## src/rtl/shadow_capture_mc_if.sv

```systemverilog
// shadow_capture_mc_if: capture, error-injection and per-chain dump signals of shadow_capture_mc.
interface shadow_capture_mc_if #(
  parameter int DFF_BITS = 282,
  parameter int CHAINS = 2,
  parameter int ERR_W = 9
);
  logic c_en;
  logic [DFF_BITS-1:0] din;
  logic err_en;
  logic [ERR_W-1:0] err_ctrl;
  logic [CHAINS-1:0] dump_en;
  logic [CHAINS-1:0] ch_out;
  logic [CHAINS-1:0] ch_out_vld;
  logic [CHAINS-1:0] ch_out_done;
  logic busy;
  modport master (output c_en, din, err_en, err_ctrl, dump_en, input ch_out, ch_out_vld, ch_out_done, busy);
  modport slave (input c_en, din, err_en, err_ctrl, dump_en, output ch_out, ch_out_vld, ch_out_done, busy);
endinterface

```

## src/rtl/shadow_capture_mc.sv

```systemverilog
// shadow_capture_mc: snapshots a state vector into shadow flops and dumps it over CHAINS
// independent serial chains, with single-bit error injection and optional one-shot capture.
module shadow_capture_mc #(
  parameter int DFF_BITS = 282,
  parameter int CHAINS = 2,
  parameter bit ONE_SHOT = 1'b0,
  parameter int ERR_W = 9
) (
  input logic sh_clk,
  input logic sh_rst_l,
  shadow_capture_mc_if.slave bus
);
  localparam int L = (DFF_BITS + CHAINS - 1) / CHAINS;
  localparam int CW = $clog2(L + 1);
  typedef enum logic [1:0] {IDLE, SHIFT, DONE} state_t;
  logic [DFF_BITS-1:0] snap;
  logic [DFF_BITS-1:0] inj;
  logic [CHAINS*L-1:0] pad;
  logic [CHAINS-1:0] act;
  logic [CHAINS-1:0] fin;
  logic frozen;
  logic cap;
  assign bus.busy = |act;
  assign cap = bus.c_en && !bus.busy && !frozen;
  assign inj = (bus.err_en && 32'(bus.err_ctrl) < DFF_BITS) ? DFF_BITS'(1'b1) << bus.err_ctrl : '0;
  // last chain is zero-padded past DFF_BITS
  assign pad = (CHAINS*L)'(snap);
  always_ff @(posedge sh_clk or negedge sh_rst_l) begin
    if (!sh_rst_l) begin
      snap <= '0;
      frozen <= 1'b0;
    end else begin
      snap <= (cap ? bus.din : snap) ^ inj;
      frozen <= (ONE_SHOT && cap) || (frozen && !(|fin));
    end
  end
  for (genvar i = 0; i < CHAINS; i++) begin : g_ch
    state_t st, nx;
    logic [CW-1:0] cnt, cnt_nx;
    logic [L-1:0] bits;
    assign bits = pad[i*L +: L] >> cnt;
    always_ff @(posedge sh_clk or negedge sh_rst_l) begin
      if (!sh_rst_l) begin
        st <= IDLE;
        cnt <= '0;
      end else begin
        st <= nx;
        cnt <= cnt_nx;
      end
    end
    always_comb begin
      nx = st == IDLE ? (bus.dump_en[i] ? SHIFT : IDLE) : st == SHIFT ? (cnt == CW'(L - 1) ? DONE : SHIFT) : IDLE;
      cnt_nx = st == SHIFT ? cnt + CW'(1) : '0;
    end
    assign act[i] = st != IDLE;
    assign fin[i] = st == DONE;
    assign bus.ch_out_vld[i] = st == SHIFT;
    assign bus.ch_out[i] = st == SHIFT && bits[0];
    assign bus.ch_out_done[i] = fin[i];
  end
endmodule

```

## src/flat_wrapper.sv

```systemverilog
// flat-port wrapper written by rule: the top's interface ports become plain ports
module shadow_capture_mc_flat 
#(
  parameter int DFF_BITS = 282,
  parameter int CHAINS = 2,
  parameter bit ONE_SHOT = 1'b0,
  parameter int ERR_W = 9
)
  (sh_clk, sh_rst_l, bus_c_en, bus_din, bus_err_en, bus_err_ctrl, bus_dump_en, bus_ch_out, bus_ch_out_vld, bus_ch_out_done, bus_busy);
  shadow_capture_mc_if #(.DFF_BITS(DFF_BITS), .CHAINS(CHAINS), .ERR_W(ERR_W)) bus_i ();
  input logic sh_clk;
  input logic sh_rst_l;
  input wire logic [$bits(bus_i.c_en)-1:0] bus_c_en;
  input wire logic [$bits(bus_i.din)-1:0] bus_din;
  input wire logic [$bits(bus_i.err_en)-1:0] bus_err_en;
  input wire logic [$bits(bus_i.err_ctrl)-1:0] bus_err_ctrl;
  input wire logic [$bits(bus_i.dump_en)-1:0] bus_dump_en;
  output wire logic [$bits(bus_i.ch_out)-1:0] bus_ch_out;
  output wire logic [$bits(bus_i.ch_out_vld)-1:0] bus_ch_out_vld;
  output wire logic [$bits(bus_i.ch_out_done)-1:0] bus_ch_out_done;
  output wire logic [$bits(bus_i.busy)-1:0] bus_busy;
  assign bus_i.c_en = bus_c_en;
  assign bus_i.din = bus_din;
  assign bus_i.err_en = bus_err_en;
  assign bus_i.err_ctrl = bus_err_ctrl;
  assign bus_i.dump_en = bus_dump_en;
  assign bus_ch_out = bus_i.ch_out;
  assign bus_ch_out_vld = bus_i.ch_out_vld;
  assign bus_ch_out_done = bus_i.ch_out_done;
  assign bus_busy = bus_i.busy;
  shadow_capture_mc #(.DFF_BITS(DFF_BITS), .CHAINS(CHAINS), .ONE_SHOT(ONE_SHOT), .ERR_W(ERR_W)) u_core (.sh_clk(sh_clk), .sh_rst_l(sh_rst_l), .bus(bus_i));
endmodule
```

## config.mk

```make
export PLATFORM = sky130hd
export DESIGN_NAME = shadow_capture_mc_flat
export DESIGN_NICKNAME = d
export VERILOG_FILES = /design/src/rtl/shadow_capture_mc_if.sv /design/src/rtl/shadow_capture_mc.sv /design/src/flat_wrapper.sv
export SDC_FILE = /design/constraint.sdc
export NUM_CORES = 1
export LEC_CHECK = 0
export CELL_PAD_IN_SITES_DETAIL_PLACEMENT = 0
export CELL_PAD_IN_SITES_GLOBAL_PLACEMENT = 2
export CORE_ASPECT_RATIO = 1.1
export CORE_MARGIN = 1.5
export CORE_UTILIZATION = 35
export DETAILED_ROUTE_END_ITERATION = 10
export PLACE_DENSITY = 0.78
export SYNTH_ARGS = -nofsm -noshare
export SYNTH_HDL_FRONTEND = slang
export SYNTH_SLANG_ARGS = --single-unit
```

## constraint.sdc

```tcl
create_clock -name sh_clk -period 3.2 [get_ports sh_clk]
set_input_delay 0.96 -clock sh_clk [delete_from_list [all_inputs] [get_ports sh_clk]]
set_output_delay 0.96 -clock sh_clk [all_outputs]
set_load 0.03 [all_outputs]
```

==> results of run 1 <==
==> synth_stat cells, types with 2 or more instances <==
cell / n
nand2_1: 60
or3b_2: 2
and2_1: 7
buf_6: 5
xor2_1: 4
inv_1: 8
and3_1: 3
buf_12: 31
nand2b_1: 2
buf_2: 16
a2111oi_0: 5
nor2_1: 317
xnor2_1: 290
a21oi_1: 4
ha_1: 4
nand3b_1: 4
mux2_2: 13
nor3b_1: 7
nand4_1: 8
o41ai_1: 3
buf_1: 2
o2111ai_1: 3
a211oi_1: 4
nor2b_1: 10
o22ai_1: 6
nand3_1: 13
o21ai_0: 6
mux2i_1: 309
or3_1: 2
a31oi_1: 4
and3b_1: 3
or3b_1: 2
nor3_1: 4
mux4_2: 58
dfrtp_1: 303
clkbuf_1: 44
==> final timing paths <==
| kind | slack (ns) | end |
|---|---|---|
| setup / recovery | -0.55 | bus_ch_out[0] |
| hold / removal | 0.38 | u_core.pad[205] |
| setup reg to reg | 0.77 | u_core.pad[41] |
| hold reg to reg | 0.48 | u_core.g_ch[0].st[0] |
| max in group asynchronous | 2.00 | u_core.pad[220] |
| min in group sh_clk | 0.48 | u_core.g_ch[0].st[0] |
==> kinds of logic after synthesis <==
group	after synthesis
adders and majority gates	4
muxes	381
xor gates and xnor gates	294
DFF	303
buffers and inverters	108
and+or+nand+nor	448
AOI/OAI and AO/OA	44
==> routing by layer <==
metal / global-route usage [%] / vias to the layer above / part of all wire (%)
met2: 43.2 / 426 / 50
met4: 9.07 / 6 / 3.4
met5: 0 / - / 0.052
li1: - / 6160 / -
met1: 31.5 / 6748 / 41
met3: 4.17 / 102 / 6.0
==> flip-flops by register name (all words and copies together) (netlist names) <==
name	flops
u_core.g_ch.cnt	16
u_core.frozen	1
u_core.g_ch.st	4
u_core.pad	282
==> metrics by stage <==
step                TNS, ns  power (µW)
finish                -1.10       13600
global route          -1.34       14200
CTS                   -1.14       13700
detailed placement   -0.231        9230
global placement     -0.305        9180
floorplan            -0.142        7170
==> cells in the final DEF, fill, tap and decap left out, types with 5 or more instances in the layout <==
| cell type | instances |
|---|---|
| and2_1 | 7 |
| buf_12 | 21 |
| buf_4 | 121 |
| clkbuf_1 | 9 |
| clkbuf_16 | 39 |
| clkbuf_8 | 10 |
| clkdlybuf4s50_1 | 298 |
| dfrtp_1 | 300 |
| inv_1 | 8 |
| mux2_2 | 12 |
| mux2i_1 | 308 |
| mux4_2 | 59 |
| nand2_1 | 60 |
| nand3_1 | 13 |
| nand4_1 | 8 |
| nor2_1 | 317 |
| nor2b_1 | 10 |
| nor3b_1 | 7 |
| o21ai_0 | 5 |
| o22ai_1 | 6 |
| xnor2_1 | 290 |
==> worst reg2reg max path, cell delays in order (launching register included) <==
cell and delay (ns):
dfrtp_1 0.45, or4_4 0.60, or3b_4 0.44, buf_12 0.23, buf_12 0.28, mux2i_1 0.21
xnor2_1 0.14
==> power groups by stage <==
stage | clock [µW] | sequential, µW | combinational, µW
after CTS | 4340 | 4740 | 4570
final | 4250 | 4750 | 4570
after floorplan | 0 | 4540 | 2630
after global routing | 4480 | 4800 | 4870
after global placement | 0 | 4800 | 4380
after detailed placement | 0 | 4800 | 4430
==> what timing repair did <==
action                                  4_1_cts  5_1_grt
buffers inserted                              5        1
pin swaps                                     3        0
gates resized for setup                      27        4
endpoints found under the setup margin        4        2
==> cell type report <==
cell class / instances / area, µm² / share of cell area, %
Antenna cell: 1 / 2.50 / 0.0106
Timing Repair Buffer: 448 / 4410 / 18.7
Multi-Input combinational cell: 1171 / 9490 / 40.3
Tap cell: 660 / 826 / 3.50
Clock inverter: 7 / 67.6 / 0.287
Clock buffer: 58 / 1150 / 4.87
Sequential cell: 303 / 7590 / 32.2
Inverter: 9 / 33.8 / 0.143
==> results.ini, run 1 <==
[setup_path]
worstPathCellList=buf_12 > buf_4 > mux4_2 > a211oi_2 > a32o_2 > a2111o_1 > o41ai_2 > buf_4 > buf_12
cp_top_family=compound AO/OA/AOI/OAI gates
worstReg2RegStart=u_core.g_ch[1].st[0]
rr_worst_depth=6
crit_path_max_incr_delay_ns=0.45
crit_start=u_core.g_ch[0].cnt[0]
critPathBufInv=4
crit_path_start_kind=register
worstSetupEndpointType=primary output
critical_path_depth=9
cp.required_ns=2.24
crit_arrival_ns=2.79
slowest_stage=dfrtp_2
worst-setup-path-type=register to primary output
cp_max_fo=12

[timing]
maxSlewHeadroom_pct=44.6
min_period_ns=3.75
skew_ns=0.0237
rsz0062_at_grt=yes
fin_crit_sh_pct=117
finalSetupViolCount=2
holdWs_ns=0.380
finalMaxSlewViolations=0
tightest_slew_ns=0.830
clock.fmax_mhz=266
timing.final.ws_setup_ns=-0.553
finalHoldViolCount=0

[logic_synthesis]
synth_area_leader_cell=dfrtp_1
synth.area.mux_share_pct=25.5
synth_edf_count=0
yosysWarnings=0
async_reset_ff_share_pct=100
synthAdderAreaFrac_pct=0.279
ys_types=52
synthFlopType=dfrtp_1
synth_xor_area_share_pct=14.3
synth.top_cell.area_share_pct=42.2
synth_top_family_by_area=multiplexers
synthesis.area_mm2=0.0179
synth_compound_area_share_pct=1.78
syn-num-nets=1883
avgSynthCellArea_um2=11.3
ys_ff_latch=303
yosysSeqAreaShare_pct=42.2
syn_inst=1582
synthSimpleGateAreaFrac_pct=10.5
synthTopCellsByArea=dfrtp_1, mux2i_1, xnor2_1, mux4_2, nor2_1

[min_path]
hold_class=input pin to asynchronous set/reset pin

[global_route]
first_global_vias=14300
grt.total_usage_pct=25.0
grt_pass1_wl_um=95300
overflow=0
antenna_found_initial=4
grt_max_degree=69

[detailed_routing]
initialDrtViolationCount=965
firstDrtPassIters=5
drc=0
vias=13400
routed_wl_um=65200
routedWlPerCell_um=24.5
vias_per_cell=5.06
antenna_left=0

[final_layout]
fillers=4734
fin_nets=2272
layout-drive-gt1-share_pct=15.0
fin_cells=2657
utilization_pct=46.8
design_area_mm2=0.0236
area_growth_pct=31.3

[placement]
portBuffers=303
dpl_cell_area_mm2=0.0222
dp_slack_ns=-0.153
hpwl_um=48900
gp_congestion=0.919
dp_cells=2586

[clocking]
clk_pin_slew_ns=0.06
cts_buffers=38
ctsHoldBuffers=0
cts.sinks=303
cts_buffer_depth=3
clkLatencyLatePin_ns=0.56
cts_tree=yes
clockRootBuffer=clkbuf_16
cts_max_level=2

[floorplanning]
die_h_um=241
die_w_um=219
initial_core_util_pct=35.6
core_area_mm2=0.0504
dieArea_mm2=0.0527
io-pin-count=304
rows=86

[power_and_ir_drop]
clkPwrFrac_pct=31.3
seqPwrFrac_pct=35.0
switchingPower_uw=4250
leakage_uw=0.0108
p_comb_share_pct=33.7
p_int_uw=9320
p_sw_share_pct=31.3
powerDensity_mw_per_mm2=576
vdd.ir_drop.worst_v=0.000660

[outcome]
violations=setup timing
status=complete, but fails checks

[run]
drv_cap=0

No activity file was read; power rests on OpenSTA's default activity.
==> inputs of run 2 (changes only) <==
Settings changed: CORE_ASPECT_RATIO 1.1 to 1.4, CORE_UTILIZATION 35 to 38, PLACE_DENSITY 0.78 to 0.84.
Clock period 3.2 ns to 4.5 ns, I/O delays scaled along.
==> results.ini, run 2 (synthesis results as in run 1) <==
[detailed_routing]
vias_per_cell=5.19  ; +2.5%
routed_wl_um=62900  ; -3.5%
antenna_left=0  ; unchanged
routedWlPerCell_um=25.0  ; +2.0%
drc=0  ; unchanged
initialDrtViolationCount=751  ; -22%
firstDrtPassIters=5  ; unchanged
vias=13000  ; -3.0%

[final_layout]
layout-drive-gt1-share_pct=9.63  ; -5.3 points
antenna_cells=0  ; -1
largest_reg_flops=282  ; unchanged
fin_cells=2513  ; -5.4%
layout.cells.most_common=nor2_1
mostFrequentLayoutCells=nor2_1, mux2i_1, clkdlybuf4s50_1
fin_nets=2164  ; -4.8%
area_growth_pct=25.0

[power_and_ir_drop]
clkPwrFrac_pct=32.3  ; +1.0 points
vdd.ir_drop.worst_v=0.000361  ; -45%
seqPwrFrac_pct=37.9  ; +2.9 points
leakage_uw=0.0102  ; -5.5%
switchingPower_uw=2840  ; -33%
powerDensity_mw_per_mm2=406  ; -30%
p_sw_share_pct=31.2  ; -0.046 points
p_comb_share_pct=29.8  ; -3.9 points
p_int_uw=6260  ; -33%

[setup_path]
rr_worst_depth=6  ; unchanged
reg2reg_to=u_core.pad[154]
crit_arrival_ns=3.05  ; +0.26 ns
cp_max_fo=15  ; +3
regToRegSetupSlack_ns=1.90  ; +1.13 ns
slowest_stage=dfrtp_2
crit_start=u_core.g_ch[1].cnt[0]
crit_path_max_incr_delay_ns=0.56  ; +0.11 ns
crit_path_start_kind=register
worst-setup-path-type=register to primary output
worstReg2RegStart=u_core.g_ch[1].st[0]
endpoint=bus_ch_out[1]
cp.required_ns=3.15  ; +0.91 ns
worstPathCellList=inv_2 > mux4_2 > a2111oi_0 > o2111ai_1 > o31ai_1 > buf_4
worstSetupEndpointType=primary output

[floorplanning]
core_area_mm2=0.0468  ; -7.0%
die_w_um=187  ; -15%
dieArea_mm2=0.0486  ; -7.8%
initial_core_util_pct=38.3  ; +2.7 points
rows=94  ; +9.3%
io-pin-count=304  ; unchanged
die_h_um=260  ; +8.2%

[timing]
finalSetupViolCount=0  ; -2
tightest_slew_ns=0.948  ; +0.119 ns
setup_tns_ns=0  ; +1.10 ns
fin_crit_sh_pct=97.9
clock.fmax_mhz=227
maxSlewHeadroom_pct=36.6  ; -7.9 points
skew_ns=0.00972  ; -0.0140 ns
finalMaxSlewViolations=0  ; unchanged
min_period_ns=4.40
rsz0062_at_grt=no
finalHoldViolCount=0  ; unchanged

[clocking]
cts_buffer_depth=3  ; unchanged
cts_buffers=34  ; -11%
clockRootBuffer=clkbuf_16
clk_pin_slew_ns=0.07  ; about the same
ctsHoldBuffers=0  ; unchanged
cts_max_level=2  ; unchanged
cts_tree=yes
clkLatencyLatePin_ns=0.53  ; -0.03 ns
cts.sinks=303  ; unchanged

[global_route]
antenna_found_initial=4  ; unchanged
first_global_vias=13800  ; -3.8%
grt.total_usage_pct=25.9  ; +0.89 points
grt_max_degree=86  ; +25%
grt_pass1_wl_um=91900  ; -3.6%
overflow=0  ; unchanged

[min_path]
hold_class=register to register

[run]
drv_cap=0  ; unchanged

[placement]
portBuffers=303  ; unchanged
hpwl_um=45000  ; -7.8%
gp_congestion=0.922  ; +0.32%
dp_cells=2450  ; -5.3%

[outcome]
status=finished clean

[run 2: through the flow]
step                area (µm²)  setup slack, ns  hold slack [ns]  power [µW]  utilization [%]
global route             22400          0.00387            0.511        9470             47.9
finish                   22400           0.0966            0.485        9100             47.9
global placement         21200            0.578            0.448        6130             45.4
detailed placement       21200            0.528            0.470        6180             45.4
floorplan                17900            0.401            0.432        5070                -
CTS                      22400           0.0232            0.480        9140             47.9
[run 2: worst min path at each step]
| stage | cells after the start | start | endpoint | slack [ns] |
|---|---|---|---|---|
| 6_report | 1 | u_core.g_ch[0].st[1] | u_core.g_ch[0].st[0] | 0.48 |
| 5_1_grt | 1 | u_core.g_ch[0].st[1] | u_core.g_ch[0].st[0] | 0.51 |
| 4_1_cts | 1 | u_core.g_ch[0].st[1] | u_core.g_ch[0].st[0] | 0.48 |
| 3_5_place_dp | 1 | u_core.g_ch[0].st[1] | u_core.g_ch[0].st[0] | 0.47 |
| 3_3_place_gp | 1 | u_core.g_ch[0].st[1] | u_core.g_ch[0].st[0] | 0.45 |
| 2_1_floorplan | 1 | u_core.g_ch[0].st[1] | u_core.g_ch[0].st[0] | 0.43 |
[run 2: layout make-up]
| class | instances | area [µm²] |
|---|---|---|
| clock buffer | 54 | 1080 |
| clock inverter | 8 | 90.1 |
| fill | 4350 | 24400 |
| inverter | 9 | 33.8 |
| multi-input combinational | 1171 | 9410 |
| sequential | 303 | 7590 |
| tap | 624 | 781 |
| timing repair buffer | 344 | 3450 |
[run 2: power groups by stage]
stage / logic [µW] / registers, µW / clock network [µW]
floorplan: 1840 / 3230 / 0
global placement: 2650 / 3490 / 0
detailed placement: 2690 / 3490 / 0
CTS: 2710 / 3440 / 3000
global route: 2890 / 3490 / 3090
finish: 2710 / 3450 / 2940
[run 2: repair_timing]
item                                    4_1_cts  5_1_grt
buffers inserted                              0        1
pin swaps                                     0        2
gates resized for setup                       1        3
endpoints found under the setup margin        1        2
[run 2: metal layers]
metal	track usage [%]	vias to the layer above	routed length, µm
met2	46.7	457	32500
met1	30.5	6494	24200
met3	3.98	131	3170
li1	-	5943	-
met4	11.6	8	2970
met5	0	-	48
[run 2: worst max-delay path: cells and delay by family, from the launching register on]
family	cells	cell delay (ns)
AO/OA/AOI/OAI	3	0.97
multiplexers	1	0.55
flip-flops	1	0.56
buffers and inverters	2	0.44
==> inputs of run 3 (changes only) <==
Settings changed: SETUP_SLACK_MARGIN set to 0.1.
==> results.ini, run 3 (synthesis results as in run 1) <==
[outcome]
status=finished clean

[global_route]
grt_pass1_wl_um=91900  ; about the same
antenna_found_initial=4  ; unchanged
overflow=0  ; unchanged
grt_max_degree=86  ; unchanged
grt.total_usage_pct=25.9  ; about the same
first_global_vias=13800  ; -0.087%

[timing]
maxSlewHeadroom_pct=35.6  ; -1.0 points
rsz0062_at_grt=yes
finalHoldViolCount=0  ; unchanged
finalSetupViolCount=0  ; unchanged
finalMaxSlewViolations=0  ; unchanged
fin_crit_sh_pct=95.6  ; -2.2 points
skew_ns=0.0121  ; +0.00238 ns
clock.fmax_mhz=232  ; +2.3%
tightest_slew_ns=0.963  ; +0.0150 ns
min_period_ns=4.30  ; -0.101 ns
setup_tns_ns=0  ; unchanged

[floorplanning]
dieArea_mm2=0.0486  ; unchanged
io-pin-count=304  ; unchanged
die_w_um=187  ; unchanged
initial_core_util_pct=38.3  ; unchanged
core_area_mm2=0.0468  ; unchanged
die_h_um=260  ; unchanged
rows=94  ; unchanged

[detailed_routing]
topRoutingLayerUsed=met5
met1_length_um=24500  ; +1.4%
routed_wl_um=63300  ; +0.64%
firstDrtPassIters=5  ; unchanged
initialDrtViolationCount=795  ; +5.9%
vias=13000  ; -0.12%
routedWlPerCell_um=25.1  ; +0.44%
drc=0  ; unchanged
wl_met3_um=3030  ; -4.4%
antenna_left=0  ; unchanged
vias_per_cell=5.17  ; -0.31%
wl_met2_um=32700  ; +0.61%

[setup_path]
cp.required_ns=3.15  ; about the same
rr_worst_depth=6  ; unchanged
cp_top_family=compound AO/OA/AOI/OAI gates
critPathBufInv=3  ; +1
slowest_stage=dfrtp_2
crit_arrival_ns=2.95  ; -0.10 ns
worst-setup-path-type=register to primary output
crit_path_max_incr_delay_ns=0.58  ; +0.02 ns
worstPathCellList=buf_4 > a2111oi_0 > o41ai_1 > buf_4 > a211o_1 > o2111ai_1 > o31ai_2 > buf_4
cp_max_fo=17  ; +2
critical_path_depth=8  ; +2
crit_top_cell=buf_4
worstSetupEndpointType=primary output
crit_path_start_kind=register

[final_layout]
area_growth_pct=25.5
fin_nets=2169  ; +0.23%
layout.cells.most_common=nor2_1
mostFrequentLayoutCells=nor2_1, mux2i_1, clkdlybuf4s50_1
largest_reg_flops=282  ; unchanged
layout-drive-gt1-share_pct=10.0  ; +0.40 points
utilization_pct=48.1  ; +0.18 points
antenna_cells=0  ; unchanged

[power_and_ir_drop]
leakage_uw=0.0102  ; +0.38%
powerDensity_mw_per_mm2=408  ; +0.53%
vdd.ir_drop.worst_v=0.000361  ; about the same

[clocking]
clockRootBuffer=clkbuf_16
clk_pin_slew_ns=0.07  ; about the same
cts_buffers=34  ; unchanged
cts.sinks=303  ; unchanged
cts_buffer_depth=3  ; unchanged
clkLatencyLatePin_ns=0.53  ; about the same
cts_max_level=2  ; unchanged
cts_tree=yes
ctsHoldBuffers=0  ; unchanged

[placement]
gp_congestion=0.922  ; unchanged
portBuffers=303  ; unchanged
hpwl_um=45000  ; unchanged

[min_path]
hold_class=register to register
hold-path-cell-count=1  ; unchanged

[run]
drv_cap=0  ; unchanged

## run 3: cell types whose count changed in the layout (fill, tap and decap cells not counted), moves of 2 or more
cell and change:
buf_4 +2, buf_6 +2, a2111oi_0 -2, a2111oi_1 +2
## run 3: path summary, 6_finish.rpt
check	startpoint	slack, ns	end
max	u_core.g_ch[1].cnt[1]	0.20	bus_ch_out[1]
min	u_core.g_ch[0].st[1]	0.49	u_core.g_ch[0].st[0]
max reg2reg	u_core.g_ch[1].st[0]	1.90	u_core.pad[154]
min reg2reg	u_core.g_ch[0].st[1]	0.49	u_core.g_ch[0].st[0]
max in group asynchronous	sh_rst_l	2.65	u_core.pad[177]
min in group asynchronous	sh_rst_l	0.82	u_core.pad[40]
## run 3: metrics by stage
stage / cells / power [µW] / hold WS, ns / worst slack [ns] / area [µm²]
after CTS: 2512 / 9160 / 0.480 / 0.121 / 22400
after global placement: 2450 / 6130 / 0.448 / 0.578 / 21200
after floorplan: 1582 / 5070 / 0.432 / 0.401 / 17900
after global routing: 2518 / 9540 / 0.511 / 0.0737 / 22500
after detailed placement: 2450 / 6180 / 0.470 / 0.528 / 21200
final: 2518 / 9180 / 0.486 / 0.198 / 22500
## run 3: repair_timing
action | CTS | global route
setup endpoints to repair | 1 | 2
pin swaps | 0 | 2
buffers inserted | 0 | 5
gates resized for setup | 3 | 9
gates cloned | 0 | 1
## run 3: layer usage
metal	GRT usage (%)	vias up
li1	-	5952
met2	46.7	423
met5	0	-
met4	11.6	8
met3	3.98	132
met1	30.5	6503
## run 3: report_power, final
part	switching [µW]	total [µW]	internal [µW]
clock network	1190	2950	1760
registers	381	3450	3070
logic	1310	2780	1470
## run 3: area by class of cell
cell class,instances,area (µm²)
fillers,4344,24300
multi-input cells,1171,9430
flip-flops and latches,303,7590
repair buffers,349,3520
clock buffers,54,1080
well taps,624,781
clock inverters,8,90.1
inverters,9,33.8
## run 3: worst register-to-register path: stages (launching register included)
cell and delay (ns):
dfrtp_1 0.48, or4_4 0.60, or3b_4 0.46, buf_12 0.24, buf_12 0.32, mux2i_1 0.28, xnor2_1 0.14
